--- src/rtl/fp_check_sequencer.sv ---
// Self-check sequencer: walks (A, B, expected C) triples from the register file, feeds A/B to
// the FP adder and scores the sum against C, driving pass/fail counters and the board LED.
module fp_check_sequencer #(
  parameter int unsigned ADDR_W    = 5,
  parameter int unsigned DATA_W    = 32,
  parameter int unsigned NUM_TESTS = 3,
  parameter bit          ZERO_EQ   = 1'b1
) (
  input  logic              clk,
  input  logic              reset,
  input  logic              start,
  output logic [ADDR_W-1:0] rf_addr,
  output logic              rf_rd_en,
  input  logic [DATA_W-1:0] rf_rdata,
  output logic [DATA_W-1:0] add_a,
  output logic [DATA_W-1:0] add_b,
  input  logic [DATA_W-1:0] add_sum,
  output logic              busy,
  output logic              done,
  output logic [3:0]        pass_cnt,
  output logic [3:0]        fail_cnt,
  output logic [3:0]        first_fail,
  output logic              led
);

  localparam logic [3:0] LastK  = 4'(NUM_TESTS - 1);
  localparam logic [3:0] NoFail = 4'hF;

  typedef enum logic [2:0] {
    StIdle = 3'd0,
    StRdA  = 3'd1,
    StRdB  = 3'd2,
    StRdC  = 3'd3,
    StCapC = 3'd4,
    StCmp  = 3'd5,
    StDone = 3'd6
  } state_e;

  state_e state_q, state_d;

  logic [3:0]        k_q;
  logic [3:0]        pass_q, fail_q, first_fail_q;
  logic              led_q;
  logic [DATA_W-1:0] add_a_q, add_b_q, c_q;
  logic [ADDR_W-1:0] base;
  logic              zero_both, eq;

  // Signed zeros differ only in bit DATA_W-1.
  assign zero_both = (add_sum[DATA_W-2:0] == '0) && (c_q[DATA_W-2:0] == '0);
  assign eq        = (add_sum == c_q) || (ZERO_EQ && zero_both);
  assign base      = ADDR_W'(3 * 32'(k_q));

  always_ff @(posedge clk or negedge reset) begin
    if (!reset) begin
      state_q <= StIdle;
    end else begin
      state_q <= state_d;
    end
  end

  always_comb begin
    state_d = state_q;
    case (state_q)
      StIdle:  if (start) state_d = StRdA;
      StRdA:   state_d = StRdB;
      StRdB:   state_d = StRdC;
      StRdC:   state_d = StCapC;
      StCapC:  state_d = StCmp;
      StCmp:   state_d = (k_q == LastK) ? StDone : StRdA;
      StDone:  state_d = StIdle;
      default: state_d = StIdle;
    endcase
  end

  always_comb begin
    rf_addr  = '0;
    rf_rd_en = 1'b0;
    case (state_q)
      StRdA: begin
        rf_addr  = base;
        rf_rd_en = 1'b1;
      end
      StRdB: begin
        rf_addr  = base + ADDR_W'(1);
        rf_rd_en = 1'b1;
      end
      StRdC: begin
        rf_addr  = base + ADDR_W'(2);
        rf_rd_en = 1'b1;
      end
      default: ;
    endcase
  end

  assign busy = (state_q != StIdle);
  assign done = (state_q == StDone);

  // Read data lags the address by one cycle, so each capture is one state after its read.
  always_ff @(posedge clk or negedge reset) begin
    if (!reset) begin
      k_q          <= '0;
      pass_q       <= '0;
      fail_q       <= '0;
      first_fail_q <= NoFail;
      led_q        <= 1'b0;
      add_a_q      <= '0;
      add_b_q      <= '0;
      c_q          <= '0;
    end else begin
      case (state_q)
        StIdle: begin
          if (start) begin
            k_q          <= '0;
            pass_q       <= '0;
            fail_q       <= '0;
            first_fail_q <= NoFail;
            led_q        <= 1'b0;
          end
        end
        StRdB:  add_a_q <= rf_rdata;
        StRdC:  add_b_q <= rf_rdata;
        StCapC: c_q     <= rf_rdata;
        StCmp: begin
          if (eq) begin
            pass_q <= pass_q + 4'd1;
          end else begin
            fail_q <= fail_q + 4'd1;
            if (first_fail_q == NoFail) first_fail_q <= k_q;
          end
          if (k_q != LastK) k_q <= k_q + 4'd1;
        end
        StDone: led_q <= (fail_q == 4'd0);
        default: ;
      endcase
    end
  end

  assign add_a      = add_a_q;
  assign add_b      = add_b_q;
  assign pass_cnt   = pass_q;
  assign fail_cnt   = fail_q;
  assign first_fail = first_fail_q;
  assign led        = led_q;

endmodule

--- config.mk ---
export PLATFORM = sky130hd
export DESIGN_NAME = fp_check_sequencer
export DESIGN_NICKNAME = d
export VERILOG_FILES = /design/src/rtl/fp_check_sequencer.sv
export SDC_FILE = /design/constraint.sdc
export NUM_CORES = 1
export LEC_CHECK = 0
export BUFFER_PORTS_ARGS = -buffer_cell sky130_fd_sc_hd__buf_4
export CAP_MARGIN = 20
export CORE_ASPECT_RATIO = 2
export CORE_MARGIN = 2
export CORE_UTILIZATION = 56
export CTS_CLUSTER_DIAMETER = 50
export CTS_CLUSTER_SIZE = 8
export DETAILED_ROUTE_END_ITERATION = 8
export GPL_TIMING_DRIVEN = 0
export PLACE_DENSITY = 0.83
export SYNTH_ARGS = -nofsm -noshare
export SYNTH_HDL_FRONTEND = slang
export SYNTH_SLANG_ARGS = --single-unit
--- constraint.sdc ---
create_clock -name clk -period 3.7 [get_ports clk]
set_clock_uncertainty 0.05 [all_clocks]
set_input_delay 0.74 -clock clk [delete_from_list [all_inputs] [get_ports clk]]
set_output_delay 0.74 -clock clk [all_outputs]
set_load 0.05 [all_outputs]
Word level (Yosys, flattened, before mapping)
Index checks and enable logic that the tools add are counted.
Widths: inputs -> output; s select.
{ "totals": {"register_bits": 116, "input_bits": 67, "output_inout_bits": 85} }
{ "op_classes": {"n_addsub": 5, "n_mul": 1, "eq_ne": 15, "n_mux": 18, "reduce_logical": 15} }
{ "ops": {"columns": ["op", "n"], "rows": [
  ["$logic_not 31->1", 2],
  ["$eq 32x32->1", 1],
  ["$pmux 4 s2", 4],
  ["$mux 4", 7],
  ["$pmux 3 s6", 1],
  ["$pmux 5 s3", 1],
  ["$add 4x1->4 const B", 3],
  ["$ne 2x2->1 const B", 5],
  ["$eq 3x3->1 const B", 3],
  ["$reduce_and 3->1", 3],
  ["$eq 3x2->1 const B", 2],
  ["$mux 3", 2],
  ["$add 5x1->5 const B", 1],
  ["$add 5x2->5 const B", 1],
  ["$mul 2x4->5 const A", 1],
  ["$eq 4x2->1 const B", 1],
  ["$eq 4x4->1 const B", 1],
  ["$logic_not 4->1", 1],
  ["$ne 4x2->1 const B", 1],
  ["$reduce_and 4->1", 1],
  ["$reduce_bool 2->1", 2],
  ["$eq 3x1->1 const B", 1],
  ["$logic_not 3->1", 1],
  ["$reduce_bool 3->1", 1],
  ["6 further kinds", 7]
]} }

Depth between registers and ports, before layout
{ "depth": {"word_depth": 5, "depth_mapped": 9, "depth_no_buf": 9} }

Least setup slack after synthesis
Ideal clock, no wire load.
{ "synth_timing": {"kind": "register to output", "from": "reg k_q[1]", "to": "out rf_addr[3]", "arrival_ps": 2454, "t_required_ps": 2910, "setup_slack_ps": 456, "stages_incl_launch_ff": 10, "n_path_buf": 0, "path_cell_list": "dfrtp_1 -> ha_1 -> inv_1 -> fa_1 -> inv_1 -> ha_1 -> nor2b_1 -> o21ai_0 -> a22oi_1 -> nor2_1"} }
{ "synth_via": {"elab_chain_len": 3} }
{ "synth_lines": {"columns": ["element", "line_no", "source"], "rows": [
  ["start: declaration", "41", "logic [3:0] k_q;"],
  ["start signal: assignment", "130", "if (k_q != LastK) k_q <= k_q + 4'd1;"],
  ["$mul 2x4->5 *", "51", "assign base = ADDR_W'(3 * 32'(k_q));"],
  ["$add 5x2->5 / $add 5x1->5 (equally long branches)", "88, 84", null],
  ["$pmux 5 s3 *", "78", "case (state_q)"],
  ["end: declaration", "12", "output logic [ADDR_W-1:0] rf_addr,"]
]} }
Mark *: on every way between the ends. The rest lies on a longest branch, timed or not.

Worst setup path in the final report
{ "layout_timing": {"from": "reg k_q[1]", "to": "out rf_addr[2]"} }
The elaborated chain is that of the path after synthesis.

==> results.sh <==
export IMPL_place_ws_ns=0.509
export IMPL_required_ns=2.91
export IMPL_cpMaxStageDelayCell="fa_2"
export IMPL_gr_usage_met1_pct=29.8
export IMPL_grt_start_max_net_pins=74
export IMPL_crit_type="register to output port"
export IMPL_cts_sinks=116
export IMPL_slowest_delay_ns=0.60
export IMPL_grt_pass1_vias=4418
export IMPL_drive_gt1_share_pct=50.4
export IMPL_viasPerCell=5.69
export IMPL_clk_insertion_delay_late_ns=0.40
export IMPL_area_delta_synth_final_pct=36.0
export IMPL_ys_warnings_count=0
export IMPL_ys_seq_area_share_pct=54.3
export IMPL_rrSetupSlack_ns=1.56
export IMPL_status="complete, no violations"
export IMPL_fin_tns_setup_ns=0
export IMPL_rsz0062_at_grt="false"
export IMPL_timing_hold_ws_ns=0.292
export IMPL_worst_pin_slew_ns=0.614
export IMPL_swShare_pct=43.4
export IMPL_num_rows=50
export IMPL_dp_cells=671
export IMPL_crit_path_start_kind="register"
export IMPL_die_h_um=142
export IMPL_pwr_share_seq_pct=28.9
export IMPL_die_w_um=73.1
export IMPL_grt_overflow=0
export IMPL_cts_hold_buf=0
export IMPL_maxCapViolCount=0
export IMPL_power_density_mw_per_mm2=1110
export IMPL_antenna_found_initial=0
export IMPL_stdcell_count=703
export IMPL_clk_pin_slew_ns=0.06
export IMPL_detail_route_iter0_violations=192
export IMPL_diodes=0
export IMPL_grt_pass1_wl_mm=22.7
export IMPL_cts_tree="yes"
export IMPL_regToRegStartpoint="c_q[11]$_DFFE_PN0P_"
export IMPL_internal_power_uw=4590
export IMPL_dieArea_mm2=0.0104
export IMPL_dp_hpwl_mm=10.9
export IMPL_synth_cell_type_count=42
export IMPL_crit_arrival_ns=2.80
export IMPL_port_buffers=151
export IMPL_slew_headroom_pct=59.0
export IMPL_p_sw_uw=3520
export IMPL_fmax_mhz=279
export IMPL_detail_route_wl_per_cell_um=20.4
export IMPL_vias=4001
export IMPL_comb_power_share_pct=49.4
export IMPL_initial_core_util_pct=57.4
export IMPL_netlist_instances=415
export IMPL_cts_buffers=17
export IMPL_path_cells="ha_1 -> inv_1 -> fa_2 -> inv_1 -> ha_1 -> nand2_1 -> o21ai_0 -> a22oi_1 -> nor2_1 -> buf_4"
export IMPL_drc_errors=0
export IMPL_grt_use_met3_pct=6.09
export IMPL_finalWorstSetupSlack_ns=0.113
export IMPL_timing_rr_end="fail_cnt[1]$_DFFE_PN0P_"
export IMPL_h_tree_depth=4
export IMPL_io_pins=152
export IMPL_async_flop_share_pct=100
export IMPL_p_leak_uw=0.00334
export IMPL_wirelength_mm=14.3
export IMPL_nets=664
export IMPL_critPathTopFamily="adder cells"
export IMPL_nFillCells=580
export IMPL_worstRegToRegCells=6
export IMPL_period_share_pct=97.0
export IMPL_setup_viol=0
export IMPL_grtUsageTotal_pct=29.3
export IMPL_drtAntennaViolNets=0
export IMPL_use_met2_pct=54.4
export IMPL_syn_avg_cell_area_um2=12.9
export IMPL_synth_flop_cell="dfrtp_1"
export IMPL_finalCriticalPeriod_ns=3.59
export IMPL_busiest_layer="met2"
export IMPL_drv_slew=0
export IMPL_cp_num_buf_inv=3
export IMPL_syn_cell_area_mm2=0.00535
export IMPL_syn_nets=493
export IMPL_first_pass_iters=5
export IMPL_power_uw=8100
export IMPL_ir_drop_uv=648
export IMPL_clockBufferDepth=2
export IMPL_hold_violations=0
export IMPL_synth_edf_count=0
export IMPL_ys_ff_latch=116
export IMPL_crit_fanout=6
export IMPL_clkPwrFrac_pct=21.7
export IMPL_core_region_area_mm2=0.00932
export IMPL_endpoint_kind="output port"
export IMPL_gp_congestion=0.886
export IMPL_hold_class="input pin to asynchronous set/reset pin"
export IMPL_cts_root_buf="clkbuf_16"
[power groups by stage]
stage | registers, µW | logic (µW) | clock network [µW]
final | 2340 | 4010 | 1760
after global routing | 2410 | 4210 | 1830
after CTS | 2340 | 4040 | 1770
after detailed placement | 2340 | 4010 | 0
after global placement | 2300 | 3930 | 0
after floorplan | 3620 | 1480 | 0
[cell usage after synthesis, types with 3 or more instances]
master,n,share of area [%]
nor2_1,14,0.98
clkbuf_1,9,0.63
nor4_1,16,1.9
nor3_1,3,0.28
o32a_1,4,0.75
dfrtp_1,112,52
nand2_1,15,1.1
nand4_1,13,1.5
nor2b_1,3,0.35
nand3_1,9,0.84
mux2_2,97,20
xor2_1,3,0.49
mux2i_1,4,0.75
o21ai_0,8,0.75
buf_2,9,0.84
xnor2_1,37,6.1
ha_1,10,2.3
a21oi_1,4,0.37
inv_1,14,0.98
dfstp_2,4,2.0
[per-stage QoR]
step	area (µm²)	utilization [%]
global route	7280	78.1
finish	7280	78.1
floorplan	5350	-
global placement	6620	71.0
CTS	7280	78.1
detailed placement	6640	71.3
[how the worst max path moves through the flow]
stage,start,to,slack (ns),cells after the start
finish,k_q[1]$_DFFE_PN0P_,rf_addr[2],0.11,10
CTS,k_q[1]$_DFFE_PN0P_,rf_addr[2],0.04,10
detailed placement,k_q[1]$_DFFE_PN0P_,rf_addr[2],0.51,10
floorplan,k_q[1]$_DFFE_PN0P_,rf_addr[3],0.46,9
global placement,k_q[1]$_DFFE_PN0P_,rf_addr[2],0.53,10
global route,k_q[1]$_DFFE_PN0P_,rf_addr[2],0.01,10
[per-layer routing]
layer,up-vias,share of wire [%]
met5,-,0
met4,0,3.3
met3,28,3.7
met2,128,59
met1,2016,34
li1,1829,-
[placed cells by master (no fill, tap or decap), drive strengths merged]
cell type  instances
a21o               2
a21oi              5
a221oi             1
a22o               1
a22oi              2
a31o               1
and2               2
and3               1
buf              161
bufinv             5
clkbuf            30
clkinv             5
clkinvlp           1
dfrtp            112
dfstp              4
fa                 1
ha                10
inv               14
mux2              98
mux2i              4
nand2             16
nand3              9
nand3b             1
nand4             13
nor2              14
nor2b              3
nor3               4
nor4              18
o211a              1
o211ai             1
o21ai              8
o21bai             1
o311ai             1
o32a               4
o41ai              2
or2                2
or4                1
xnor2             37
xor2               3
[cell families (layout without fill, tap and decap cells)]
family	after synthesis	in the layout	share of synthesized area (%)
DFF	116	116	54.3
muxes	102	102	21.4
and+or+nand+nor	84	84	8.53
xor gates and xnor gates	40	40	6.55
buffers and inverters	32	216	2.45
AOI/OAI and AO/OA	30	30	4.07
adders and majority gates	11	11	2.71
[cell type report]
class | count | area, µm² | area share, %
plain buffers | 18 | 78.8 | 1.08
clock buffers | 21 | 450 | 6.19
clock inverters | 11 | 183 | 2.51
inverters | 14 | 52.6 | 0.722
multi-input cells | 267 | 2320 | 31.8
flip-flops and latches | 116 | 2910 | 40.0
well taps | 104 | 130 | 1.79
repair buffers | 152 | 1160 | 15.9
[state kept, by name, summed over array words and instances (netlist names)]
name / count
add_a: 32
add_b: 32
c_q: 32
fail_cnt: 4
first_fail: 4
k_q: 4
pass_cnt: 4
state_q: 3
led: 1
[repair_timing]
action                     CTS  global route
setup endpoints to repair    0             2
resized for setup            0             2
setup buffers                0             0
No activity file was read; power rests on OpenSTA's default activity.
